--- src/rtl/period_meter.sv ---
// period_meter: measures the full period and high time of an asynchronous
// square wave in clk cycles, with a valid strobe per period, a lock flag and
// a loss-of-signal timeout.
module period_meter #(
  parameter int unsigned C_CLK_FRQ    = 100_000_000,
  parameter int unsigned C_CNT_W      = 32,
  parameter int unsigned C_TIMEOUT_MS = 100
) (
  input  logic               clk,
  input  logic               rstb,
  input  logic               in,
  output logic [C_CNT_W-1:0] period,
  output logic [C_CNT_W-1:0] high_time,
  output logic               valid,
  output logic               locked,
  output logic               timeout
);

  // Longest period accepted before the input is declared lost.
  localparam longint unsigned C_TIMEOUT =
    longint'(C_CLK_FRQ) / 1000 * longint'(C_TIMEOUT_MS);

  // The counters must be able to hold the timeout value itself.
  generate
    if (C_TIMEOUT >= (64'd1 << C_CNT_W)) begin : gTimeoutTooWide
      $error("period_meter: C_TIMEOUT does not fit in C_CNT_W bits");
    end
  endgenerate

  localparam logic [C_CNT_W-1:0] TIMEOUT_CNT = C_CNT_W'(C_TIMEOUT);
  localparam logic [C_CNT_W-1:0] ONE_CNT     = C_CNT_W'(1);

  // ARM: one rise seen, first period being counted (nothing to publish yet).
  // MEASURE: at least one period published, locked.
  typedef enum logic [1:0] {IDLE, ARM, MEASURE} stateType;

  stateType            stateReg, stateNext;
  logic [2:0]          syncReg;          // [0]=s1, [1]=s2, [2]=s3 history
  logic [C_CNT_W-1:0]  cntPReg, cntPNext;
  logic [C_CNT_W-1:0]  cntHReg, cntHNext;
  logic [C_CNT_W-1:0]  periodNext, highTimeNext;
  logic                validNext, lockedNext, timeoutNext;
  logic                inHigh;
  logic                rise;

  assign inHigh = syncReg[1];
  assign rise   = syncReg[1] & ~syncReg[2];

  // Two-flop synchronizer followed by one history flop for edge detection.
  always_ff @(posedge clk or negedge rstb) begin
    if (!rstb) syncReg <= 3'b000;
    else       syncReg <= {syncReg[1:0], in};
  end

  // Next-state, counter and result logic; a rise always beats the timeout.
  always_comb begin
    stateNext    = stateReg;
    cntPNext     = cntPReg;
    cntHNext     = cntHReg;
    periodNext   = period;
    highTimeNext = high_time;
    validNext    = 1'b0;
    timeoutNext  = 1'b0;
    lockedNext   = locked;
    case (stateReg)
      IDLE: begin
        if (rise) begin
          stateNext = ARM;
          cntPNext  = ONE_CNT;
          cntHNext  = {{(C_CNT_W-1){1'b0}}, inHigh};
        end
      end
      ARM, MEASURE: begin
        if (rise) begin
          stateNext    = MEASURE;
          periodNext   = cntPReg;
          highTimeNext = cntHReg;
          validNext    = 1'b1;
          lockedNext   = 1'b1;
          cntPNext     = ONE_CNT;
          cntHNext     = {{(C_CNT_W-1){1'b0}}, inHigh};
        end else if (cntPReg == TIMEOUT_CNT) begin
          stateNext    = IDLE;
          periodNext   = '0;
          highTimeNext = '0;
          timeoutNext  = 1'b1;
          lockedNext   = 1'b0;
          cntPNext     = '0;
          cntHNext     = '0;
        end else begin
          cntPNext = cntPReg + ONE_CNT;
          if (inHigh) cntHNext = cntHReg + ONE_CNT;
        end
      end
      default: begin
        stateNext = IDLE;
        cntPNext  = '0;
        cntHNext  = '0;
      end
    endcase
  end

  // FSM state register.
  always_ff @(posedge clk or negedge rstb) begin
    if (!rstb) stateReg <= IDLE;
    else       stateReg <= stateNext;
  end

  // Counters and registered outputs; results change together with valid.
  always_ff @(posedge clk or negedge rstb) begin
    if (!rstb) begin
      cntPReg   <= '0;
      cntHReg   <= '0;
      period    <= '0;
      high_time <= '0;
      valid     <= 1'b0;
      locked    <= 1'b0;
      timeout   <= 1'b0;
    end else begin
      cntPReg   <= cntPNext;
      cntHReg   <= cntHNext;
      period    <= periodNext;
      high_time <= highTimeNext;
      valid     <= validNext;
      locked    <= lockedNext;
      timeout   <= timeoutNext;
    end
  end

endmodule
--- config.mk ---
export PLATFORM = sky130hd
export DESIGN_NAME = period_meter
export DESIGN_NICKNAME = d
export VERILOG_FILES = /design/src/rtl/period_meter.sv
export SDC_FILE = /design/constraint.sdc
export NUM_CORES = 1
export LEC_CHECK = 0
export CELL_PAD_IN_SITES_DETAIL_PLACEMENT = 0
export CELL_PAD_IN_SITES_GLOBAL_PLACEMENT = 1
export CORE_MARGIN = 5
export CORE_UTILIZATION = 39
export CTS_CLUSTER_SIZE = 30
export DETAILED_ROUTE_END_ITERATION = 12
export PLACE_DENSITY = 0.71
export SYNTH_ARGS = -nofsm -noshare
export SYNTH_HDL_FRONTEND = slang
export SYNTH_SLANG_ARGS = --single-unit
--- constraint.sdc ---
create_clock -name clk -period 2.1 [get_ports clk]
set_input_delay 0.42 -clock clk [delete_from_list [all_inputs] [get_ports clk]]
set_output_delay 0.42 -clock clk [all_outputs]
set_load 0.005 [all_outputs]
==> results of run 1 <==
## logic make-up (layout without fill, tap and decap cells)
| family | count (synthesis) | after routing | synth area share (%) |
|---|---|---|---|
| fa+ha+maj | 5 | 5 | 0.969 |
| mux | 1 | 1 | 0.155 |
| flops | 136 | 136 | 52.7 |
| compound gates | 161 | 161 | 15.1 |
| buf+inv | 57 | 203 | 3.72 |
| xor+xnor | 25 | 25 | 3.39 |
| simple gates | 310 | 310 | 23.9 |
## repair_timing
action | CTS | global route
buffers inserted | 0 | 1
cloned | 0 | 0
setup endpoints to repair | 3 | 59
endpoints found under the hold margin | 44 | 0
hold buffers | 1 | 0
resized for setup | 2 | 25
pin swaps | 2 | 17
## per-layer routing
metal  up-vias  track usage [%]
met5         -                0
met4         0             5.30
met3        18             3.66
met2       101             34.2
met1      2853             22.3
li1       2741                -
## synthesized netlist by cell type, types with 2 or more instances
cell type | count | area [um2]
nand2_1 | 156 | 586
dfrtp_1 | 136 | 3400
o21ai_0 | 71 | 355
nor2_1 | 34 | 128
a21oi_1 | 31 | 155
clkbuf_1 | 26 | 97.6
nand3_1 | 23 | 115
nand4_1 | 22 | 138
xor2_1 | 21 | 184
inv_1 | 17 | 63.8
o31ai_1 | 16 | 120
or4_1 | 16 | 120
and3_1 | 12 | 75.1
o22ai_1 | 11 | 68.8
buf_2 | 9 | 45.0
or3_1 | 9 | 56.3
a31oi_1 | 7 | 43.8
and4_1 | 6 | 52.6
ha_1 | 5 | 62.6
nor3_1 | 5 | 25.0
nor4_1 | 4 | 25.0
xnor2_1 | 4 | 35.0
and2_1 | 3 | 18.8
buf_1 | 3 | 11.3
nor2b_1 | 3 | 18.8
o31a_1 | 3 | 26.3
a2111oi_2 | 2 | 30.0
a211oi_1 | 2 | 15.0
a41oi_1 | 2 | 17.5
and4_4 | 2 | 22.5
and4b_1 | 2 | 20.0
and4bb_2 | 2 | 25.0
buf_6 | 2 | 22.5
nor4_2 | 2 | 25.0
o211ai_1 | 2 | 15.0
## power by group through the flow
| stage | Clock (mW) | Sequential, mW | Combinational (mW) |
|---|---|---|---|
| 3_3_place_gp | 0 | 2.83 | 1.85 |
| 3_5_place_dp | 0 | 2.84 | 1.88 |
| 5_1_grt | 3.28 | 2.80 | 2.17 |
| 2_1_floorplan | 0 | 2.84 | 0.947 |
| 4_1_cts | 3.16 | 2.79 | 1.90 |
| 6_report | 3.09 | 2.79 | 1.98 |
## final cells by class
class	instances	share of cell area [%]
inverters	17	0.735
clock buffers	21	5.42
flip-flops and latches	136	39.2
repair buffers	154	16.3
well taps	220	3.17
clock inverters	11	1.69
multi-input cells	502	33.5
## flip-flops by register name, indices dropped and copies added, names as in the netlist
register and flops:
valid 1, period 32, cntHReg 32, locked 1, high_time 32, cntPReg 32, syncReg 3, timeout 1
stateReg 2
## cell usage in the layout, fill, tap and decap left out, drive strengths merged, types with 7 or more instances in the layout
master,count
buf,85
dfrtp,136
and4,8
and3,12
or3,9
a31oi,7
nand4,22
o22ai,11
a21oi,32
o31ai,16
or4,16
xor2,21
inv,17
clkdlybuf4s50,68
nand3,23
clkbuf,21
o21ai,73
nand2,156
nor2,34
## how the worst max path moves through the flow
| stage | startpoint | to | slack, ns |
|---|---|---|---|
| after global routing | cntPReg[0]$_DFFE_PN0P_ | cntHReg[20]$_DFFE_PN0P_ | -0.02 |
| final | cntPReg[0]$_DFFE_PN0P_ | cntHReg[25]$_DFFE_PN0P_ | 0.06 |
| after floorplan | cntPReg[0]$_DFFE_PN0P_ | cntHReg[24]$_DFFE_PN0P_ | 0.14 |
| after global placement | cntPReg[0]$_DFFE_PN0P_ | cntHReg[25]$_DFFE_PN0P_ | 0.07 |
| after CTS | cntPReg[1]$_DFFE_PN0P_ | cntHReg[22]$_DFFE_PN0P_ | -0.004 |
| after detailed placement | cntPReg[1]$_DFFE_PN0P_ | cntHReg[22]$_DFFE_PN0P_ | 0.01 |
## stage by stage
step | setup WS (ns) | hold slack [ns]
after CTS | -0.00435 | 0.355
after detailed placement | 0.0137 | 0.342
after floorplan | 0.141 | 0.124
after global routing | -0.0203 | 0.366
after global placement | 0.0738 | 0.338
final | 0.0593 | 0.352
==> metrics.yaml, run 1 <==
route:
  vias: 5713
  ant_nets: 0
  via_per_inst: 5.38
  highest_layer: "met4"
  wire_per_inst_um: 16.7
  dr.pass1.iters: 5
  wl_met1_um: 7400
  wl_met2_um: 9630
  wl_um: 17700
  wl_met3_um: 522
  drc: 0
  first_iter_violations: 324
sta:
  max_slew_margin_pct: 53.5
  min_period_ns: 2.04
  clock_skew_ns: 0.00875
  rsz0062_at_grt: "true"
  hold_violations: 0
  setup-tns-final_ns: 0
  fmax_ghz: 0.490
  slew_violations: 0
  setup_viol: 0
  fin_crit_sh_pct: 97.2
  worst_slew_pin_slew_ns: 0.691
pwr:
  leakage_nw: 3.66
  internal-power_mw: 5.44
  p_seq_share_pct: 35.5
  p_clk_share_pct: 39.3
  p_sw_mw: 2.42
  pwr-share-comb_pct: 25.2
  ir_worst_vdd_v: 0.000811
  power_density_nw_per_um2: 905
  finalPower_mw: 7.86
  netSwitchingFraction_pct: 30.8
setup_path:
  worstSetupPathType: "flop to flop"
  cp.depth: 8
  crit_buf_inv: 2
  rr_endpoint: "cntHReg[25]$_DFFE_PN0P_"
  slowest_delay_ns: 0.51
  rr_worst_depth: 8
  arrival_ns: 2.38
  critPathMaxFanout: 8
  crit_family: "simple AND/OR/NAND/NOR gates"
  rrSetupSlack_ns: 0.06
  slowest_stage: "or4_4"
  r2r_start: "cntPReg[0]$_DFFE_PN0P_"
  start_kind: "flop"
  end_kind: "flop"
  path_cells: "inv_2 -> ha_4 -> and4bb_2 -> and4_4 -> a21boi_4 -> buf_6 -> or4_4 -> a21oi_2"
  worstPathRequired_ns: 2.44
synth:
  async_flop_share_pct: 100
  synth_ff_type: "dfrtp_1"
  synth.distinct_cells: 59
  ys_ff_latch: 136
  ys_warn_count: 0
  synth-edff-count: 0
  seq_area_frac_synth_pct: 52.7
  syn_area_um2: 6460
  avgSynthCellArea_um2: 9.29
  syn_inst: 695
  syn_nets: 703
finish:
  final_area_um2: 8680
  instances_no_fill: 1061
  regArea_um2: 3400
  drive_gt1_share_pct: 18.8
  fin_util_pct: 52.9
  n_fill_cell: 1481
  multi_input_area_um2: 2910
  area_growth_pct: 34.4
  fin_nets: 836
  antenna_cells: 0
global_route:
  grt_overflow: 0
  grt_max_degree: 51
  track_usage_pct: 18.7
  grt_pass1_vias: 5839
  grt_pass1_wl_um: 29500
  antenna_found_initial: 0
run_status:
  status: "finished, final reports clean"
clock_tree:
  clockBufferDepth: 2
  cts.htree.levels: 4
  clk_pin_slew_ns: 0.06
  worst_skew_pair.late_latency_ns: 0.42
  root_buffer: "clkbuf_16"
  cts_buffers: 17
  cts.sinks: 136
  cts_tree: "built"
worst_hold_path:
  min_from: "syncReg[0]$_DFF_PN0_"
  hold_end: "syncReg[1]$_DFF_PN0_"
  worstHoldPathCells: 0
  hold_path.class: "flop to flop"
placed_design:
  hpwl_um: 12400
  gp_congestion: 0.847
  portBuffers: 69
  placed_cell_area_um2: 7960
  place_inst: 1027
floorplan:
  start_util_pct: 39.4
  die_area_um2: 19200
  ioPinCount: 70
  die_w_um: 139
  coreArea_um2: 16400
  rows: 47
  die_y_um: 139
run:
  drv_cap: 0
No activity file was read; power rests on OpenSTA's default activity.
==> run 2, diff against run 1 <==
--- a/config.mk
+++ b/config.mk
@@ -7,7 +7,7 @@
 export LEC_CHECK = 0
 export CELL_PAD_IN_SITES_DETAIL_PLACEMENT = 0
 export CELL_PAD_IN_SITES_GLOBAL_PLACEMENT = 1
-export CORE_MARGIN = 5
+export CORE_MARGIN = 1.5
 export CORE_UTILIZATION = 39
 export CTS_CLUSTER_SIZE = 30
 export DETAILED_ROUTE_END_ITERATION = 12
==> metrics.yaml, run 2 (synthesized netlist as in run 1, its figures left out) <==
finish:
  antenna_cells: 0  # unchanged
  area_growth_pct: 38.8
  drive_gt1_share_pct: 22.2  # +3.4 points
  n_fill_cell: 1388  # -6.3%
  fin_nets: 851  # +1.8%
  final_area_um2: 8970  # +3.3%
  layout_commonest_cell: "nand2_1"
  final_cell_mix: "155 x nand2_1, 136 x dfrtp_1, 86 x buf_4, 70 x o21ai_0, 68 x clkdlybuf4s50_1"
route:
  drc: 0  # unchanged
  dr.pass1.iters: 4  # -1
  first_iter_violations: 388  # +20%
  vias: 5791  # +1.4%
  wl_um: 18400  # +3.4%
  wire_per_inst_um: 17.1  # +2.4%
  via_per_inst: 5.40  # +0.33%
  ant_nets: 0  # unchanged
sta:
  min_period_ns: 2.08  # +0.0384 ns
  hold_violations: 0  # unchanged
  clock_skew_ns: 0.0124  # +0.00363 ns
  holdWs_ns: 0.400  # +0.0475 ns
  rsz0062_at_grt: "true"
  slew_violations: 0  # unchanged
  fmax_ghz: 0.481  # -1.8%
  max_slew_margin_pct: 63.4  # +9.9 points
  worst_slew_pin_slew_ns: 0.547  # -0.144 ns
  fin_crit_sh_pct: 99.0  # +1.8 points
  setup_viol: 0  # unchanged
floorplan:
  die_w_um: 132  # -5.0%
  coreArea_um2: 16100  # -2.1%
  die_area_um2: 17300  # -9.8%
  ioPinCount: 70  # unchanged
  die_y_um: 132  # -5.0%
  start_util_pct: 40.2  # +0.86 points
  rows: 46  # -2.1%
global_route:
  grt_pass1_wl_um: 30100  # +1.9%
  grt_max_degree: 77  # +51%
  antenna_found_initial: 0  # unchanged
  grt_pass1_vias: 5779  # -1.0%
  track_usage_pct: 21.8  # +3.1 points
  grt_overflow: 0  # unchanged
placed_design:
  placed_cell_area_um2: 8050  # +1.2%
  gp_congestion: 0.954  # +13%
  portBuffers: 69  # unchanged
  hpwl_um: 12600  # +1.8%
clock_tree:
  cts.sinks: 136  # unchanged
  root_buffer: "clkbuf_16"
  cts.htree.levels: 4  # unchanged
  clk_pin_slew_ns: 0.06  # about the same
  worst_skew_pair.late_latency_ns: 0.43  # about the same
  cts_buffers: 17  # unchanged
  cts_tree: "built"
  clockBufferDepth: 2  # unchanged
worst_hold_path:
  hold_path.class: "flop to flop"
setup_path:
  arrival_ns: 2.43  # +0.05 ns
  start_kind: "flop"
  worstSetupPathType: "flop to flop"
  rrSetupSlack_ns: 0.02  # -0.04 ns
  worstPathRequired_ns: 2.45  # about the same
  end_kind: "flop"
  critPathMaxFanout: 8  # unchanged
pwr:
  ir_worst_vdd_v: 0.000701  # -14%
  power_density_nw_per_um2: 926  # +2.2%
  leakage_nw: 3.78  # +3.3%
run:
  drv_cap: 0  # unchanged
run_status:
  status: "finished, final reports clean"
==> run 2: changes by cell type in the layout (fill, tap and decap cells not counted), moves of 3 or more <==
| cell | delta |
|---|---|
| buf_4 | +11 |
| or4_1 | -6 |
| or4_4 | +6 |
| a21oi_1 | -4 |
| a21oi_2 | +4 |
| clkbuf_16 | +3 |
==> run 2: layout make-up <==
cell class / count / area, um2 / share of cell area [%]
Clock buffer: 20 / 457 / 5.09
Inverter: 17 / 63.8 / 0.712
Multi-Input combinational cell: 502 / 2990 / 33.4
Timing Repair Buffer: 169 / 1610 / 17.9
Sequential cell: 136 / 3400 / 38.0
Tap cell: 216 / 270 / 3.01
Clock inverter: 12 / 174 / 1.94
==> run 2: report_power, final <==
| group | switching (mW) | total (mW) | internal (mW) |
|---|---|---|---|
| clock | 1.12 | 3.17 | 2.04 |
| sequential | 0.0657 | 2.79 | 2.73 |
| combinational | 1.36 | 2.34 | 0.980 |
| total | 2.55 | 8.30 | 5.75 |
==> run 2: per-stage QoR <==
step	setup WS, ns	utilization, %	TNS [ns]	cells	power [mW]
6_report	0.0209	55.8	0	1072	8.30
5_1_grt	-0.0312	55.8	-0.152	1072	8.69
2_1_floorplan	0.141	-	0	695	3.79
4_1_cts	0.00658	54.1	0	1066	8.05
3_3_place_gp	0.0751	50.1	0	1033	4.81
3_5_place_dp	0.00991	50.1	0	1033	4.86
==> run 2: critical path, stage by stage (launching register included) <==
cell,delay (ns)
dfrtp_1,0.39
inv_2,0.08
ha_4,0.12
and4bb_2,0.23
and4_4,0.23
a21boi_4,0.14
buf_12,0.18
or4b_4,0.48
a21oi_2,0.14
==> run 2: path summary, 6_finish.rpt <==
kind | from | endpoint | cells past startpoint
worst min register to register | syncReg[0]$_DFF_PN0_ | syncReg[1]$_DFF_PN0_ | 0
worst max register to register | cntPReg[1]$_DFFE_PN0P_ | cntHReg[18]$_DFFE_PN0P_ | 8
max in group asynchronous | rstb | cntHReg[22]$_DFFE_PN0P_ | 3
min in group asynchronous | rstb | high_time[31]$_DFFE_PN0P_ | 2
worst min-delay path | syncReg[0]$_DFF_PN0_ | syncReg[1]$_DFF_PN0_ | 0
worst max-delay path | cntPReg[1]$_DFFE_PN0P_ | cntHReg[18]$_DFFE_PN0P_ | 8
==> run 2: layer usage <==
layer	GRT usage (%)	part of all wire, %	vias to the layer above	wire, um
li1	-	-	2762	-
met1	28.5	45	2880	8320
met2	36.3	50	126	9180
met3	4.51	3.1	23	568
met4	6.60	1.5	0	279
met5	0	0	-	0
==> run 2: timing repair <==
action                                  4_1_cts  5_1_grt
pin swaps                                     0       32
endpoints found under the setup margin        1       74
hold endpoints to repair                     40        0
hold buffers                                  1        0
cloned                                        0        4
resized for setup                             1       43
setup buffers                                 0        2
==> run 3, diff against run 2 <==
--- a/config.mk
+++ b/config.mk
@@ -15,3 +15,4 @@
 export SYNTH_ARGS = -nofsm -noshare
 export SYNTH_HDL_FRONTEND = slang
 export SYNTH_SLANG_ARGS = --single-unit
+export TNS_END_PERCENT = 20
==> results of run 3 <==
Same layout as run 2: the final DEF is identical, and so are final timing and power.
